[src/rtl/pulse_train_generator.sv]
// Pulse-train generator: N high phases of H cycles separated by L-cycle low phases,
// followed by a one-cycle completion report. Define PULSE_TRAIN_REPORT_EN to drive write/report_out.
module pulse_train_generator #(
  parameter int DATA_WIDTH  = 16,
  parameter int PHASE_WIDTH = 16
) (
  input  logic         s_axi_aclk,
  input  logic         s_axi_aresetn,
  input  logic         cmd_valid,
  input  logic [63:0]  cmd_in,
  input  logic [63:0]  counter,
  output logic         output_sig,
  output logic         busy,
  output logic         write,
  output logic [127:0] report_out,
  output logic         busy_error
);

  typedef enum logic [1:0] {
    ST_IDLE   = 2'd0,
    ST_HIGH   = 2'd1,
    ST_LOW    = 2'd2,
    ST_REPORT = 2'd3
  } state_e;

  localparam logic [3:0]            OP_START = 4'h1;
  localparam logic [3:0]            OP_STOP  = 4'h2;
  localparam logic [DATA_WIDTH-1:0] ONE_CNT  = DATA_WIDTH'(1'b1);

  // Phase counters are loaded with (length - 1); a zero length behaves as one cycle.
  function automatic logic [PHASE_WIDTH-1:0] phase_load(input logic [PHASE_WIDTH-1:0] len);
    logic [PHASE_WIDTH-1:0] res;
    if (len == {PHASE_WIDTH{1'b0}}) begin
      res = {PHASE_WIDTH{1'b0}};
    end else begin
      res = len - PHASE_WIDTH'(1'b1);
    end
    return res;
  endfunction

  state_e                  state_q, state_d;
  logic [PHASE_WIDTH-1:0]  phase_q, phase_d;
  logic [DATA_WIDTH-1:0]   pulse_q, pulse_d;
  logic [DATA_WIDTH-1:0]   n_q, n_d;
  logic [PHASE_WIDTH-1:0]  h_q, h_d;
  logic [PHASE_WIDTH-1:0]  l_q, l_d;
  logic                    out_q, out_d;
  logic                    busy_q, busy_d;
  logic                    berr_q, berr_d;
  logic                    write_q, write_d;

  logic                    is_start_s;
  logic                    is_stop_s;
  logic [DATA_WIDTH-1:0]   cmd_n_s;
  logic [PHASE_WIDTH-1:0]  cmd_h_s;
  logic [PHASE_WIDTH-1:0]  cmd_l_s;
  logic                    unused_cmd_s;

  assign is_start_s   = cmd_valid && (cmd_in[63:60] == OP_START);
  assign is_stop_s    = cmd_valid && (cmd_in[63:60] == OP_STOP);
  assign cmd_n_s      = cmd_in[DATA_WIDTH-1:0];
  assign cmd_h_s      = cmd_in[16 +: PHASE_WIDTH];
  assign cmd_l_s      = cmd_in[32 +: PHASE_WIDTH];
  assign unused_cmd_s = ^cmd_in;

  always_comb begin
    state_d = state_q;
    phase_d = phase_q;
    pulse_d = pulse_q;
    n_d     = n_q;
    h_d     = h_q;
    l_d     = l_q;
    berr_d  = 1'b0;
    case (state_q)
      ST_IDLE: begin
        if (is_start_s) begin
          n_d = cmd_n_s;
          h_d = cmd_h_s;
          l_d = cmd_l_s;
          if (cmd_n_s == {DATA_WIDTH{1'b0}}) begin
            state_d = ST_REPORT;
            pulse_d = {DATA_WIDTH{1'b0}};
          end else begin
            state_d = ST_HIGH;
            pulse_d = ONE_CNT;
            phase_d = phase_load(cmd_h_s);
          end
        end else begin
          state_d = ST_IDLE;
        end
      end
      ST_HIGH: begin
        berr_d = is_start_s;
        if (is_stop_s) begin
          state_d = ST_REPORT;
        end else if (phase_q == {PHASE_WIDTH{1'b0}}) begin
          // The last high phase goes straight to REPORT with no trailing low phase.
          if (pulse_q == n_q) begin
            state_d = ST_REPORT;
          end else begin
            state_d = ST_LOW;
            phase_d = phase_load(l_q);
          end
        end else begin
          phase_d = phase_q - PHASE_WIDTH'(1'b1);
        end
      end
      ST_LOW: begin
        berr_d = is_start_s;
        if (is_stop_s) begin
          state_d = ST_REPORT;
        end else if (phase_q == {PHASE_WIDTH{1'b0}}) begin
          state_d = ST_HIGH;
          pulse_d = pulse_q + ONE_CNT;
          phase_d = phase_load(h_q);
        end else begin
          phase_d = phase_q - PHASE_WIDTH'(1'b1);
        end
      end
      ST_REPORT: begin
        berr_d  = is_start_s;
        state_d = ST_IDLE;
      end
      default: begin
        state_d = ST_IDLE;
      end
    endcase

    out_d  = (state_d == ST_HIGH);
    busy_d = (state_d != ST_IDLE);
`ifdef PULSE_TRAIN_REPORT_EN
    write_d = (state_d == ST_REPORT);
`else
    write_d = 1'b0;
`endif
  end

  always_ff @(posedge s_axi_aclk) begin
    if (!s_axi_aresetn) begin
      state_q <= ST_IDLE;
      phase_q <= {PHASE_WIDTH{1'b0}};
      pulse_q <= {DATA_WIDTH{1'b0}};
      n_q     <= {DATA_WIDTH{1'b0}};
      h_q     <= {PHASE_WIDTH{1'b0}};
      l_q     <= {PHASE_WIDTH{1'b0}};
      out_q   <= 1'b0;
      busy_q  <= 1'b0;
      berr_q  <= 1'b0;
      write_q <= 1'b0;
    end else begin
      state_q <= state_d;
      phase_q <= phase_d;
      pulse_q <= pulse_d;
      n_q     <= n_d;
      h_q     <= h_d;
      l_q     <= l_d;
      out_q   <= out_d;
      busy_q  <= busy_d;
      berr_q  <= berr_d;
      write_q <= write_d;
    end
  end

  assign output_sig = out_q;
  assign busy       = busy_q;
  assign busy_error = berr_q;
  assign write      = write_q;

`ifdef PULSE_TRAIN_REPORT_EN
  logic [63:0]  cnt_ext_s;
  logic [127:0] report_s;

  assign cnt_ext_s = 64'(pulse_q);

  // The timestamp must be the counter value of the REPORT cycle itself, so it is gated, not latched.
  always_comb begin
    report_s = {128{1'b0}};
    if (write_q) begin
      report_s = {counter, cnt_ext_s};
    end else begin
      report_s = {128{1'b0}};
    end
  end

  assign report_out = report_s;
`else
  logic unused_counter_s;

  assign unused_counter_s = ^counter;
  assign report_out       = {128{1'b0}};
`endif

endmodule
[config.mk]
export PLATFORM = sky130hd
export DESIGN_NAME = pulse_train_generator
export DESIGN_NICKNAME = d
export VERILOG_FILES = /design/src/rtl/pulse_train_generator.sv
export SDC_FILE = /design/constraint.sdc
export NUM_CORES = 1
export LEC_CHECK = 0
export CORE_MARGIN = 2
export CORE_UTILIZATION = 44
export CTS_BUF_LIST = sky130_fd_sc_hd__clkbuf_4 sky130_fd_sc_hd__clkbuf_8
export CTS_CLUSTER_SIZE = 8
export DETAILED_ROUTE_END_ITERATION = 8
export PLACE_DENSITY = 0.83
export SETUP_SLACK_MARGIN = 0.3
export SLEW_MARGIN = 10
export SYNTH_ARGS = -nofsm -noshare
export SYNTH_HDL_FRONTEND = slang
export SYNTH_SLANG_ARGS = --single-unit
[constraint.sdc]
create_clock -name s_axi_aclk -period 4 [get_ports s_axi_aclk]
set_input_delay 0.8 -clock s_axi_aclk [delete_from_list [all_inputs] [get_ports s_axi_aclk]]
set_output_delay 0.8 -clock s_axi_aclk [all_outputs]
set_load 0.01 [all_outputs]
==> impl_metrics.py, run 1 <==
metrics = {
    "logic_synthesis": {
        "synth_edf_count": 0,
        "syn_area_per_cell_um2": 7.73,
        "yosys.area.top_type_share_pct": 27.9,
        "async_flop_share_pct": 0,
        "synth_common_cells": "buf_4, nand2_1, dfxtp_1, a21oi_1, xnor2_1",
        "synth-seq-area-share_pct": 27.9,
        "synth_warnings": 0,
        "yosysMostFrequentCell": "buf_4",
        "yosys_register_bits": 85,
        "synthCells": 788,
        "syn_area_um2": 6090,
        "synth.distinct_cells": 58,
        "ys_top_cells_by_area": "dfxtp_1, buf_4, nand2_1",
        "synth_largest_area_cell": "dfxtp_1",
        "ys.flop_type": "dfxtp_1",
    },
    "worst_setup_path": {
        "worstPathRequired_ns": 4.27,
        "arrival_ns": 3.40,
        "worst_setup_path_end_kind": "flop",
        "path_class": "in2reg",
        "start_kind": "primary input",
        "worstPathMaxFanout": 16,
    },
    "floorplan": {
        "start_util_pct": 45.4,
        "dieWidth_um": 122,
        "rows": 42,
        "die_h_um": 122,
        "core_um2": 13400,
        "top_level_ports": 263,
        "dieArea_um2": 14800,
    },
    "cts": {
        "clk_latency_ns": 0.37,
        "cts_sinks": 85,
        "cts_hold_buf": 0,
        "max-clock-path-buffers": 2,
        "tritoncts.num_buffers": 9,
        "cts_setup_buffers": 0,
        "clock-root-buffer": "clkbuf_8",
        "cts_tree": "built",
        "htree_num_levels": 3,
        "post_cts_resized": 0,
        "clk_pin_slew_ns": 0.08,
    },
    "sta": {
        "fin_crit_sh_pct": 78.2,
        "maxSlewHeadroom_pct": 53.4,
        "min_period_ns": 3.13,
        "timing.setup.tns_ns": 0,
        "clock-skew-final_ns": 0.00703,
        "worst_pin_slew_ns": 0.699,
        "rsz0062_at_grt": "false",
        "report.final.slew_viol_count": 0,
        "setup_violations": 0,
        "max_freq_mhz": 320,
        "final_hold_viol_count": 0,
    },
    "power_and_ir_drop": {
        "leakagePower_nw": 2.53,
        "vdd_ir_drop_max_mv": 0.143,
        "powerDensity_nw_per_um2": 280,
    },
    "placement": {
        "hpwl_um": 10100,
        "place_area_um2": 6340,
        "place_congestion": 0.943,
        "io_buffers": 57,
    },
    "cells_and_area": {
        "nNetsFinal": 973,
        "drive_gt1_share_pct": 5.02,
        "final_area_um2": 6520,
        "area_delta_synth_final_pct": 7.11,
        "fillers": 1321,
        "multi_input_area_um2": 3680,
        "diodes": 0,
        "seq_area_um2": 1700,
    },
    "routing": {
        "first_pass_iters": 5,
        "vias": 5319,
        "wl_per_cell_um": 13.6,
        "drcViolationCount": 0,
        "antenna_left": 0,
        "viasPerCell": 5.26,
        "routed_wl_um": 13800,
        "drt_iter0_drc": 468,
    },
    "min_path": {
        "min_path_type": "reg2reg",
    },
    "global_route": {
        "grt_first_pass_wirelength_um": 22400,
        "track_usage_pct": 18.8,
        "grt_max_degree": 66,
        "grt-ovfl-total": 0,
        "grt_pass1_vias": 4566,
        "antenna_found_initial": 0,
    },
    "status": {
        "run_status": "finished clean",
    },
    "flow_run": {
        "max_cap_viol_count": 0,
    },
}
-- through the flow --
step | setup WS, ns | util (%) | std cells | hold slack [ns] | total power, mW
after CTS | 0.898 | 48.7 | 1012 | 0.471 | 1.82
after detailed placement | 0.503 | 47.3 | 997 | 0.460 | 1.26
after global placement | 0.501 | 47.3 | 997 | 0.457 | 1.25
final | 0.871 | 48.7 | 1012 | 0.469 | 1.82
after global routing | 0.732 | 48.7 | 1012 | 0.493 | 1.91
after floorplan | 1.26 | - | 916 | 0.449 | 1.23
-- final timing paths --
path | startpoint | end | slack [ns] | cells after the start
hold / removal | n_q[15]$_SDFFE_PN0P_ | n_q[15]$_SDFFE_PN0P_ | 0.47 | 2
setup / recovery | cmd_in[23] | phase_q[3]$_SDFFE_PN0P_ | 0.87 | 7
setup reg to reg | phase_q[0]$_SDFFE_PN0P_ | pulse_q[15]$_SDFFE_PN0P_ | 1.16 | 9
hold reg to reg | n_q[15]$_SDFFE_PN0P_ | n_q[15]$_SDFFE_PN0P_ | 0.47 | 2
-- placed cells by master (no fill, tap or decap), types with 6 or more instances in the layout --
master           instances
nor4b_1                  6
mux2i_1                  6
nand2_1                122
a21oi_1                 78
a211oi_1                10
o221ai_1                12
buf_4                   14
o21ai_0                 12
ha_1                    10
clkdlybuf4s50_1         57
nor3_1                  20
xnor2_1                 47
nand4_1                 13
or4_1                    7
clkbuf_8                11
nor4_2                   7
xor2_1                  23
nand3_1                 18
inv_1                   15
dfxtp_1                 85
nor2_1                  41
a311oi_1                 6
nor4_1                  15
a32oi_1                  9
conb_1                 129
-- final cells by class --
| cell class | instances | share of cell area [%] |
|---|---|---|
| Clock buffer | 12 | 2.44 |
| Clock inverter | 3 | 0.326 |
| Inverter | 17 | 0.979 |
| Multi-Input combinational cell | 648 | 56.4 |
| Sequential cell | 85 | 26.1 |
| Tap cell | 176 | 3.38 |
| Timing Repair Buffer | 71 | 10.4 |
-- flip-flops by register name, indices dropped and copies added, names as in the netlist --
signal and flops:
h_q 16, l_q 16, n_q 16, phase_q 16, pulse_q 16, state_q 2, busy 1, busy_error 1
output_sig 1
-- per-layer routing --
metal | global-route usage [%] | up-vias | share of wire, %
met5 | 0 | - | 0
met2 | 29.4 | 256 | 46
met3 | 3.60 | 23 | 8.6
met1 | 25.7 | 2459 | 44
met4 | 6.90 | 0 | 1.9
li1 | - | 2581 | -
-- worst max-delay path: stages --
cell,delay (ns)
clkdlybuf4s50_1,0.50
or4_1,0.61
or4_1,0.49
o31a_1,0.51
nand2_1,0.18
nand3_1,0.09
o221a_1,0.21
-- cell families (layout without fill, tap and decap cells) --
kind of cell / after synthesis / count (layout) / synth area share [%]
simple gates: 280 / 280 / 23.3
flops: 85 / 85 / 27.9
xor+xnor: 70 / 70 / 10.1
mux: 6 / 6 / 0.986
fa+ha+maj: 10 / 10 / 2.06
compound gates: 153 / 153 / 16.0
buf+inv: 183 / 103 / 19.5
other cells: 1 / 129 / 0.0616
-- power breakdown --
part | switching, mW | total, mW | internal [mW]
clock network | 0.314 | 0.578 | 0.263
logic | 0.224 | 0.370 | 0.146
registers | 0.0173 | 0.877 | 0.860
Power figures use the tool's default switching activity.
==> inputs of run 2 (changes only) <==
clock period = 2.95 ns   (was 4 ns; I/O delays follow)
==> impl_metrics.py, run 2 (synthesis gave the netlist of run 1 again) <==
metrics = {
    "sta": {
        "fin_crit_sh_pct": 87.4,
        "timing.setup.tns_ns": 0,
        "maxSlewHeadroom_pct": 54.9,
        "setup_violations": 0,
        "rsz0062_at_grt": "false",
        "whs_ns": 0.475,
        "clock-skew-final_ns": 0.0149,
        "final_hold_viol_count": 0,
        "worst_pin_slew_ns": 0.676,
        "report.final.slew_viol_count": 0,
        "min_period_ns": 2.58,
        "max_freq_mhz": 388,
    },
    "floorplan": {
        "dieWidth_um": 122,
        "rows": 42,
        "die_h_um": 122,
        "start_util_pct": 45.4,
        "top_level_ports": 263,
        "core_um2": 13400,
        "dieArea_um2": 14800,
    },
    "power_and_ir_drop": {
        "total_power_mw": 2.47,
        "powerDensity_nw_per_um2": 369,
        "vdd_ir_drop_max_mv": 0.188,
        "leakagePower_nw": 2.63,
    },
    "placement": {
        "hpwl_um": 10600,
        "dpl.cell_count": 1017,
        "place_congestion": 0.929,
        "io_buffers": 57,
        "place_area_um2": 6490,
    },
    "min_path": {
        "worstHoldPathCells": 2,
        "min-delay-start": "n_q[8]$_SDFFE_PN0P_",
        "holdPathEnd": "n_q[8]$_SDFFE_PN0P_",
        "min_path_type": "reg2reg",
    },
    "cells_and_area": {
        "stdcell_count": 1033,
        "area_delta_synth_final_pct": 9.99,
        "final_common_cell": "conb_1",
        "final_area_um2": 6700,
        "layout_common_cells": "conb_1, nand2_1, dfxtp_1",
        "drive_gt1_share_pct": 8.05,
        "nNetsFinal": 993,
        "diodes": 0,
    },
    "global_route": {
        "grt_pass1_vias": 4615,
        "grt_first_pass_wirelength_um": 22800,
        "grt-ovfl-total": 0,
        "track_usage_pct": 19.1,
        "antenna_found_initial": 0,
        "grt_max_degree": 66,
    },
    "worst_setup_path": {
        "start_kind": "primary input",
        "timing.rr.end": "pulse_q[15]$_SDFFE_PN0P_",
        "worstPathMaxFanout": 5,
        "worst_setup_path_end_kind": "flop",
        "arrival_ns": 2.81,
        "worstPathRequired_ns": 3.18,
        "worstSetupStartpoint": "cmd_in[23]",
        "r2r_setup_slack_ns": 0.39,
        "path_class": "in2reg",
        "reg2regPathDepth": 7,
        "rr_startpoint": "phase_q[10]$_SDFFE_PN0P_",
    },
    "routing": {
        "drcViolationCount": 0,
        "met3_length_um": 1110,
        "routed.top_layer": "met4",
        "first_pass_iters": 5,
        "m1WireLength_um": 6280,
        "antenna_left": 0,
        "drt_iter0_drc": 432,
        "viasPerCell": 5.27,
        "vias": 5441,
        "routed_wl_um": 14300,
        "wl_per_cell_um": 13.9,
        "met2_wirelength_um": 6680,
    },
    "cts": {
        "clock-root-buffer": "clkbuf_8",
        "cts_sinks": 85,
        "cts_setup_buffers": 0,
        "cts_hold_buf": 0,
        "clk_latency_ns": 0.37,
        "cts_tree": "built",
        "clk_pin_slew_ns": 0.09,
        "tritoncts.num_buffers": 9,
        "max-clock-path-buffers": 2,
        "htree_num_levels": 3,
    },
    "flow_run": {
        "max_cap_viol_count": 0,
    },
    "status": {
        "run_status": "finished clean",
    },
}
[run 2: layout make-up]
| type | count | area (um^2) |
|---|---|---|
| tap | 176 | 220 |
| fill | 1282 | 6700 |
| inverter | 17 | 63.8 |
| clock buffer | 12 | 146 |
| sequential | 85 | 1700 |
| timing repair buffer | 91 | 830 |
| multi-input combinational | 648 | 3710 |
| clock inverter | 4 | 25.0 |
[run 2: metal layers]
metal | GRT usage [%] | vias up
met5 | 0 | -
met4 | 6.68 | 0
met3 | 2.72 | 23
met2 | 30.1 | 262
met1 | 26.8 | 2527
li1 | - | 2629
[run 2: critical path, cell delays in order]
cell and delay, ns:
clkdlybuf4s50_1 0.43, or4_4 0.54, or4_4 0.45, o31a_1 0.32, buf_4 0.18, a32oi_1 0.17
a311oi_1 0.13
[run 2: through the flow]
stage | setup WS (ns) | utilization [%]
after floorplan | 0.415 | -
after detailed placement | -0.0449 | 48.4
after global placement | -0.0270 | 48.4
final | 0.371 | 50.0
after CTS | 0.320 | 49.7
after global routing | 0.304 | 50.0
[run 2: report_power, final]
group | switching (mW) | internal (mW)
Sequential | 0.0240 | 1.17
Clock | 0.424 | 0.332
Combinational | 0.311 | 0.216
[run 2: how the worst max path moves through the flow]
stage | to | slack [ns] | depth (start not counted)
floorplan | phase_q[14]$_SDFFE_PN0P_ | 0.42 | 6
global placement | phase_q[7]$_SDFFE_PN0P_ | -0.03 | 7
detailed placement | phase_q[1]$_SDFFE_PN0P_ | -0.04 | 7
CTS | phase_q[15]$_SDFFE_PN0P_ | 0.32 | 7
global route | phase_q[15]$_SDFFE_PN0P_ | 0.30 | 7
finish | phase_q[15]$_SDFFE_PN0P_ | 0.37 | 7
[run 2: repair_timing]
item | 4_1_cts | 5_1_grt
endpoints found under the setup margin | 0 | 12
gates resized for setup | 0 | 8
hold endpoints to repair | 0 | 0
